`config.mk`:
```
export PLATFORM = sky130hd
export DESIGN_NAME = alu_result_stage
export DESIGN_NICKNAME = d
export VERILOG_FILES = /design/src/rtl/alu_result_stage.sv
export SDC_FILE = /design/constraint.sdc
export NUM_CORES = 1
export LEC_CHECK = 0
export BUFFER_PORTS_ARGS = -buffer_cell sky130_fd_sc_hd__buf_2
export CORE_ASPECT_RATIO = 1.1
export CORE_MARGIN = 1
export CORE_UTILIZATION = 57
export CTS_CLUSTER_SIZE = 28
export DETAILED_ROUTE_END_ITERATION = 10
export PLACE_DENSITY_LB_ADDON = 0.15
export SETUP_SLACK_MARGIN = 0.02
export SKIP_CTS_REPAIR_TIMING = 1
export SYNTH_ARGS = -nofsm -noshare
export SYNTH_HDL_FRONTEND = slang
export SYNTH_SLANG_ARGS = --single-unit
```
`constraint.sdc`:
```
create_clock -name clk -period 5.9 [get_ports clk]
set_clock_uncertainty 0.15 [all_clocks]
set_input_delay 0.59 -clock clk [delete_from_list [all_inputs] [get_ports clk]]
set_output_delay 0.59 -clock clk [all_outputs]
set_load 0.05 [all_outputs]
```
`src/rtl/alu_result_stage.sv`:
```
// rtl/alu_result_stage.sv - registered ALU result stage with 2-entry skid buffer, flags, sticky overflow and delivery count
// Optional: define ALU_RESULT_PARITY_EN to add out_parity (even parity of out_result).
module alu_result_stage #(
    parameter int WIDTH     = 32,
    parameter int CNT_WIDTH = 16
) (
    input  logic                 clk,
    input  logic                 reset,
    input  logic                 in_valid,
    output logic                 in_ready,
    input  logic [WIDTH-1:0]     in_result,
    input  logic                 in_carryout,
    input  logic                 in_overflow,
    output logic                 out_valid,
    input  logic                 out_ready,
    output logic [WIDTH-1:0]     out_result,
    output logic                 out_zero,
    output logic                 out_negative,
    output logic                 out_carryout,
    output logic                 out_overflow,
    input  logic                 clr_sticky,
    output logic                 sticky_ovf,
`ifdef ALU_RESULT_PARITY_EN
    output logic                 out_parity,
`endif
    output logic [CNT_WIDTH-1:0] deliv_count
);

    typedef struct packed {
        logic [WIDTH-1:0] result;
        logic             carry;
        logic             ovf;
        logic             zero;
        logic             neg;
`ifdef ALU_RESULT_PARITY_EN
        logic             par;
`endif
    } entry_t;

    entry_t main_q, main_d, skid_q, skid_d, in_entry;
    logic   main_valid_q, main_valid_d;
    logic   skid_valid_q, skid_valid_d;
    logic   acc_in, acc_out;

    assign acc_in  = in_valid & in_ready;
    assign acc_out = main_valid_q & out_ready;

    // Flags are derived once, at load time, so the outputs are pure flop outputs.
    always_comb begin
        in_entry        = '0;
        in_entry.result = in_result;
        in_entry.carry  = in_carryout;
        in_entry.ovf    = in_overflow;
        in_entry.zero   = (in_result == '0);
        in_entry.neg    = in_result[WIDTH-1];
`ifdef ALU_RESULT_PARITY_EN
        in_entry.par    = ^in_result;
`endif
    end

    always_comb begin
        main_d       = main_q;
        main_valid_d = main_valid_q;
        skid_d       = skid_q;
        skid_valid_d = skid_valid_q;
        if (!main_valid_q) begin
            if (acc_in) begin
                main_d       = in_entry;
                main_valid_d = 1'b1;
            end
        end else if (acc_out) begin
            if (skid_valid_q) begin
                main_d       = skid_q;
                skid_valid_d = 1'b0;
            end else if (acc_in) begin
                main_d = in_entry;
            end else begin
                main_valid_d = 1'b0;
            end
        end else if (acc_in) begin
            skid_d       = in_entry;
            skid_valid_d = 1'b1;
        end
    end

    always_ff @(posedge clk or posedge reset) begin
        if (reset) begin
            main_q       <= '0;
            main_q.zero  <= 1'b1;
            main_valid_q <= 1'b0;
            skid_q       <= '0;
            skid_valid_q <= 1'b0;
            in_ready     <= 1'b1;
            sticky_ovf   <= 1'b0;
            deliv_count  <= '0;
        end else begin
            main_q       <= main_d;
            main_valid_q <= main_valid_d;
            skid_q       <= skid_d;
            skid_valid_q <= skid_valid_d;
            in_ready     <= ~skid_valid_d;
            // A set in the same cycle as a clear takes priority.
            if (acc_in && in_overflow)
                sticky_ovf <= 1'b1;
            else if (clr_sticky)
                sticky_ovf <= 1'b0;
            if (acc_out)
                deliv_count <= deliv_count + 1'b1;
        end
    end

    assign out_valid    = main_valid_q;
    assign out_result   = main_q.result;
    assign out_zero     = main_q.zero;
    assign out_negative = main_q.neg;
    assign out_carryout = main_q.carry;
    assign out_overflow = main_q.ovf;
`ifdef ALU_RESULT_PARITY_EN
    assign out_parity   = main_q.par;
`endif

endmodule

```
==> results of run 1 <==
[state kept, by name, indices dropped and copies added (netlist names)]
| name | count |
|---|---|
| skid_valid_q | 1 |
| out_valid | 1 |
| out_carryout | 1 |
| deliv_count | 16 |
| sticky_ovf | 1 |
| in_ready | 1 |
| out_overflow | 1 |
| out_zero | 1 |
| out_negative | 1 |
| skid_q | 35 |
| out_result | 32 |
[cells in the mapped netlist]
| cell | instances |
|---|---|
| nor2_1 | 38 |
| and2b_2 | 1 |
| a22o_1 | 1 |
| nand2b_1 | 1 |
| nor4_1 | 8 |
| and3_1 | 2 |
| xor2_1 | 5 |
| and4_1 | 1 |
| inv_1 | 4 |
| clkbuf_1 | 5 |
| a21oi_2 | 1 |
| o22ai_1 | 34 |
| a21oi_1 | 37 |
| and2_1 | 1 |
| buf_4 | 3 |
| o21ai_0 | 3 |
| o31ai_1 | 1 |
| nand3_1 | 10 |
| o21bai_1 | 1 |
| buf_2 | 6 |
| nand2_1 | 8 |
| dfstp_2 | 2 |
| or2_2 | 1 |
| nand3_4 | 1 |
| mux2_2 | 35 |
| nand4_1 | 4 |
| nor4_2 | 2 |
| nand4_2 | 1 |
| ha_1 | 1 |
| buf_6 | 3 |
| xnor2_1 | 10 |
| dfrtp_1 | 89 |
[worst max-delay path: cells and delay by family (launching register included)]
kind                   cells  cell delay [ns]
AO/OA/AOI/OAI              2             0.93
flip-flops                 1             0.47
AND/OR/NAND/NOR            2             0.41
buffers and inverters      1             0.35
[stage by stage]
step	power, W	setup WS [ns]	cells	util (%)
3_3_place_gp	0.00235	3.59	480	67.9
6_report	0.00283	3.51	496	71.4
3_5_place_dp	0.00239	3.52	480	67.9
4_1_cts	0.00284	3.50	496	71.4
2_1_floorplan	0.00209	2.80	320	-
5_1_grt	0.00299	3.24	496	71.4
[routing by layer]
layer  track usage [%]  up-vias
li1                  -     1335
met1              33.2     1375
met2              39.3       69
met3              5.34       10
met4              9.09        0
met5                 0        -
[worst paths after layout]
kind	to	slack, ns	cells after the start
max in group asynchronous	deliv_count[12]	4.45	3
worst max register to register	out_negative	3.51	5
worst max-delay path	out_negative	3.51	5
worst min register to register	deliv_count[15]	0.32	1
min in group asynchronous	out_result[10]	0.44	3
worst min-delay path	sticky_ovf	0.28	2
[final cells by class]
class                           instances  area (sq um)
Clock inverter                          7          92.6
Sequential cell                        91          2280
Fill cell                             509          1810
Tap cell                               80           100
Multi-Input combinational cell        208          1390
Inverter                                4          16.3
Timing Repair Buffer                   97           495
Clock buffer                            9           124
[kinds of logic after synthesis]
family,Yosys count,synth area share (%)
buffers and inverters,21,3.17
xor gates and xnor gates,15,3.47
and+or+nand+nor,79,10.6
AOI/OAI and AO/OA,78,11.8
muxes,35,10.4
adders and majority gates,1,0.331
DFF,91,60.2
[where the power goes]
| group | internal [W] | switching [W] | leakage (nW) |
|---|---|---|---|
| clock network | 0.000237 | 0.000214 | 0.101 |
| logic | 0.000390 | 0.000919 | 0.885 |
| registers | 0.000904 | 0.000164 | 1.07 |
| total | 0.00153 | 0.00130 | 2.06 |
==> flow_summary.json, run 1 <==
{
  "required_ns": 6.03,
  "root_buffer": "clkbuf_8",
  "grt_start_max_net_pins": 92,
  "cts_htree_levels": 3,
  "start_util_pct": 60.0,
  "power_density_nw_per_um2": 628,
  "ys_warn_count": 0,
  "worst_slew_pin_slew_ns": 1.11,
  "post-route-period-util_pct": 40.5,
  "cp_cell_sequence": "nand2_1, buf_4, a21oi_4, nor2_1, a21oi_1",
  "clkTransAtPathRegs_ns": 0.09,
  "ant_nets": 0,
  "nets": 451,
  "ys_seq_area_share_pct": 60.2,
  "slew-limit-headroom_pct": 26.1,
  "top_layer": "met4",
  "coreArea_sq_um": 6310,
  "dieArea_sq_um": 6970,
  "mostFrequentLayoutCell": "buf_2",
  "route.met3.wl_um": 319,
  "setup_viol": 0,
  "syn_area_sq_um": 3780,
  "critPathLaunch": "out_valid",
  "cp_slowest_cell": "a21oi_4",
  "synth_area_leaders": "dfrtp_1 (59%), mux2_2 (10%), o22ai_1 (5.6%)",
  "clock_path_buffers": 2,
  "fp-row-count": 30,
  "status": "complete, no violations",
  "via_per_inst": 5.62,
  "antennaDiodeCount": 0,
  "hold_viol": 0,
  "cp.arrival_ns": 2.51,
  "avgRoutedWirePerCell_um": 15.9,
  "grt_usage_pct": 24.7,
  "crit_path_max_incr_delay_ns": 0.78,
  "place_area_sq_um": 4280,
  "cts.sink_count": 91,
  "ir_drop_mv": 0.380,
  "ys_ff_latch": 91,
  "netlist.top_cell.by_area": "dfrtp_1",
  "r2r-start": "out_valid",
  "gr-total-overflow": 0,
  "drc": 0,
  "synth_nets": 360,
  "dr_wl_met2_um": 3860,
  "grt_pass1_vias": 2699,
  "cp_max_fo": 35,
  "final_cell_mix": "buf_2 (93), dfrtp_1 (89), nor2_1 (38)",
  "p_leak_nw": 2.06,
  "min-delay-path-class": "input pin to flip-flop",
  "cts_buffers": 9,
  "die_h_um": 87.5,
  "synthToLayoutAreaGrowth_pct": 18.9,
  "design_area_sq_um": 4500,
  "chipWidth_um": 79.7,
  "fmax_mhz": 419,
  "grt_setup_unrepaired": "false",
  "drive_gt1_share_pct": 38.0,
  "m1WireLength_um": 3600,
  "insertion_delay_ns": 0.34,
  "endpoint_kind": "flip-flop",
  "synth_top_area_share_pct": 58.8,
  "slew_violations": 0,
  "io_buffers": 93,
  "ys_types": 32,
  "antenna_found_initial": 0,
  "finalCriticalPeriod_ns": 2.39,
  "finalSetupTns_ns": 0,
  "dpl.hpwl_um": 5200,
  "cts_tree": "done",
  "io_pins": 94,
  "drtIter0Drc": 120,
  "path_class": "flip-flop to flip-flop",
  "min-delay-start": "clr_sticky",
  "grt_pass1_wl_um": 12900,
  "whs_ns": 0.281,
  "avgSynthCellArea_sq_um": 11.8,
  "first_pass_iters": 4,
  "gp_congestion": 0.747,
  "via_count": 2789,
  "wirelength_um": 7880,
  "netlist_instances": 320,
  "start_kind": "flip-flop",
  "drv_cap": 0
}
(Power assumes the default switching activity.)
==> run 2: changes to the inputs <==
ABC_AREA = 1   (was unset)
CORE_UTILIZATION = 53   (was 57)
clock period = 2.3 ns   (was 5.9 ns; I/O delays follow)
==> flow_summary.json, run 2 <==
{
  "status": "complete, but fails checks",
  "violations": "negative hold slack",
  "start_util_pct": 56.0,
  "endpoint_kind": "flip-flop",
  "clkTransAtPathRegs_ns": 0.09,
  "ys_warn_count": 0,
  "path_class": "flip-flop to flip-flop",
  "dp_cells": 613,
  "top_register": "skid_q",
  "syn_area_sq_um": 3990,
  "via_per_inst": 5.25,
  "drc": 0,
  "chipWidth_um": 84.7,
  "fmax_mhz": 495,
  "finalSetupTns_ns": 0,
  "synth_nets": 489,
  "cp.arrival_ns": 2.09,
  "final_util_pct": 70.8,
  "drv_cap": 0,
  "synthToLayoutAreaGrowth_pct": 26.6,
  "finalCriticalPeriod_ns": 2.02,
  "whs_ns": -0.0307,
  "setup_viol": 0,
  "root_buffer": "clkbuf_8",
  "cts_htree_levels": 3,
  "power.total_w": 0.00716,
  "ant_nets": 0,
  "cts_buffers": 9,
  "slew_violations": 0,
  "mostFrequentLayoutCell": "nand2_1",
  "cts_tree": "done",
  "worst_slew_pin_slew_ns": 0.710,
  "via_count": 3461,
  "place_area_sq_um": 4510,
  "cts.sink_count": 91,
  "dpl.hpwl_um": 5950,
  "ys_ff_latch": 91,
  "grt_start_max_net_pins": 92,
  "fillers": 578,
  "slew-limit-headroom_pct": 52.5,
  "ys_seq_area_share_pct": 57.2,
  "post-route-period-util_pct": 87.9,
  "synth.most_common_cell": "nand2_1",
  "ys_types": 25,
  "insertion_delay_ns": 0.35,
  "netlist_instances": 449,
  "gp_congestion": 0.800,
  "antennaDiodeCount": 0,
  "grt_usage_pct": 24.1,
  "synth-edff-count": 0,
  "power_density_nw_per_um2": 1420,
  "min-delay-path-class": "input pin to flip-flop",
  "clock_path_buffers": 2,
  "r2r-start": "in_ready",
  "hold_viol": 4,
  "largest_register_ffs": 35,
  "synth_top_area_share_pct": 55.9,
  "final_cell_mix": "nand2_1 (136), buf_2 (93), dfrtp_1 (89)",
  "fp-row-count": 32,
  "avgRoutedWirePerCell_um": 14.2,
  "dieArea_sq_um": 7870,
  "grt_setup_unrepaired": "false",
  "synthArstFlopShare_pct": 100,
  "required_ns": 2.37,
  "io_pins": 94,
  "min-delay-start": "in_result[24]",
  "grt_pass1_wl_um": 14800,
  "cp_max_fo": 33,
  "nets": 609,
  "design_area_sq_um": 5050,
  "netlist.top_cell.by_area": "dfrtp_1",
  "synth_area_leaders": "dfrtp_1 (56%), nand2_1 (13%), o22ai_1 (5.2%)",
  "instances_no_fill": 659,
  "drive_gt1_share_pct": 25.1,
  "io_buffers": 93,
  "p_leak_nw": 2.55,
  "ir_drop_mv": 1.10,
  "gr-total-overflow": 0,
  "drtIter0Drc": 211,
  "avgSynthCellArea_sq_um": 8.88,
  "wirelength_um": 9330,
  "ys.flop_type": "dfrtp_1",
  "grt_pass1_vias": 3190,
  "start_kind": "flip-flop",
  "antenna_found_initial": 0,
  "coreArea_sq_um": 7130,
  "die_h_um": 93.0,
  "first_pass_iters": 6,
  "synth_commonest_cells": "nand2_1 (136), dfrtp_1 (89), nor2_1 (42), a21oi_1 (33), o22ai_1 (33)",
  "critPathLaunch": "in_ready"
}
[run 2: cell types whose count changed after synthesis, moves of 7 or more]
cell	delta
nand2_1	+128
mux2_2	-35
inv_1	+25
nor2_2	+19
nor4_1	-8
buf_2	+7
o21ai_0	+7
[run 2: metrics by stage]
stage	hold WS (ns)	worst slack (ns)
after detailed placement	0.256	0.323
after floorplan	0.189	0.449
after global routing	0.00154	0.0799
after global placement	0.255	0.403
after CTS	-0.128	0.301
final	-0.0307	0.279
[run 2: critical path, cell delays in order (launching register included)]
cell,delay [ns]
dfstp_2,0.53
nand2_1,0.21
inv_1,0.14
nand2_2,0.41
o22ai_1,0.33
a21oi_1,0.11
[run 2: final timing paths]
check | to | slack (ns) | depth (start not counted)
max | out_result[15] | 0.28 | 5
min in group asynchronous | out_result[27] | 0.39 | 4
min | skid_q[28] | -0.03 | 3
min reg2reg | skid_q[18] | 0.33 | 2
max reg2reg | out_result[15] | 0.28 | 5
max in group asynchronous | in_ready | 1.22 | 4
[run 2: layer usage]
layer  wire length (um)  global-route usage (%)
met5                  0                       0
met4                111                    9.75
met3                470                    4.06
met2               4490                    39.7
met1               4250                    32.1
[run 2: kinds of logic (layout without fill, tap and decap cells)]
kind of cell	count (synthesis)	in the layout	share of synthesized area (%)
simple gates	215	215	22.7
flops	91	91	57.2
compound gates	78	78	11.0
buf+inv	51	176	5.96
xor+xnor	13	13	2.86
fa+ha+maj	1	1	0.314
[run 2: layout make-up]
cell class	instances	area [sq um]	area share, %
clock buffers	11	151	3.00
clock inverters	5	83.8	1.66
inverters	31	120	2.38
multi-input cells	307	1470	29.1
flip-flops and latches	91	2280	45.2
well taps	85	106	2.11
repair buffers	129	836	16.6
[run 2: report_power, final]
part	leakage, nW	switching [W]	internal, W
registers	1.09	0.000427	0.00228
logic	1.35	0.00236	0.000847
clock network	0.112	0.000571	0.000675
total	2.55	0.00335	0.00380
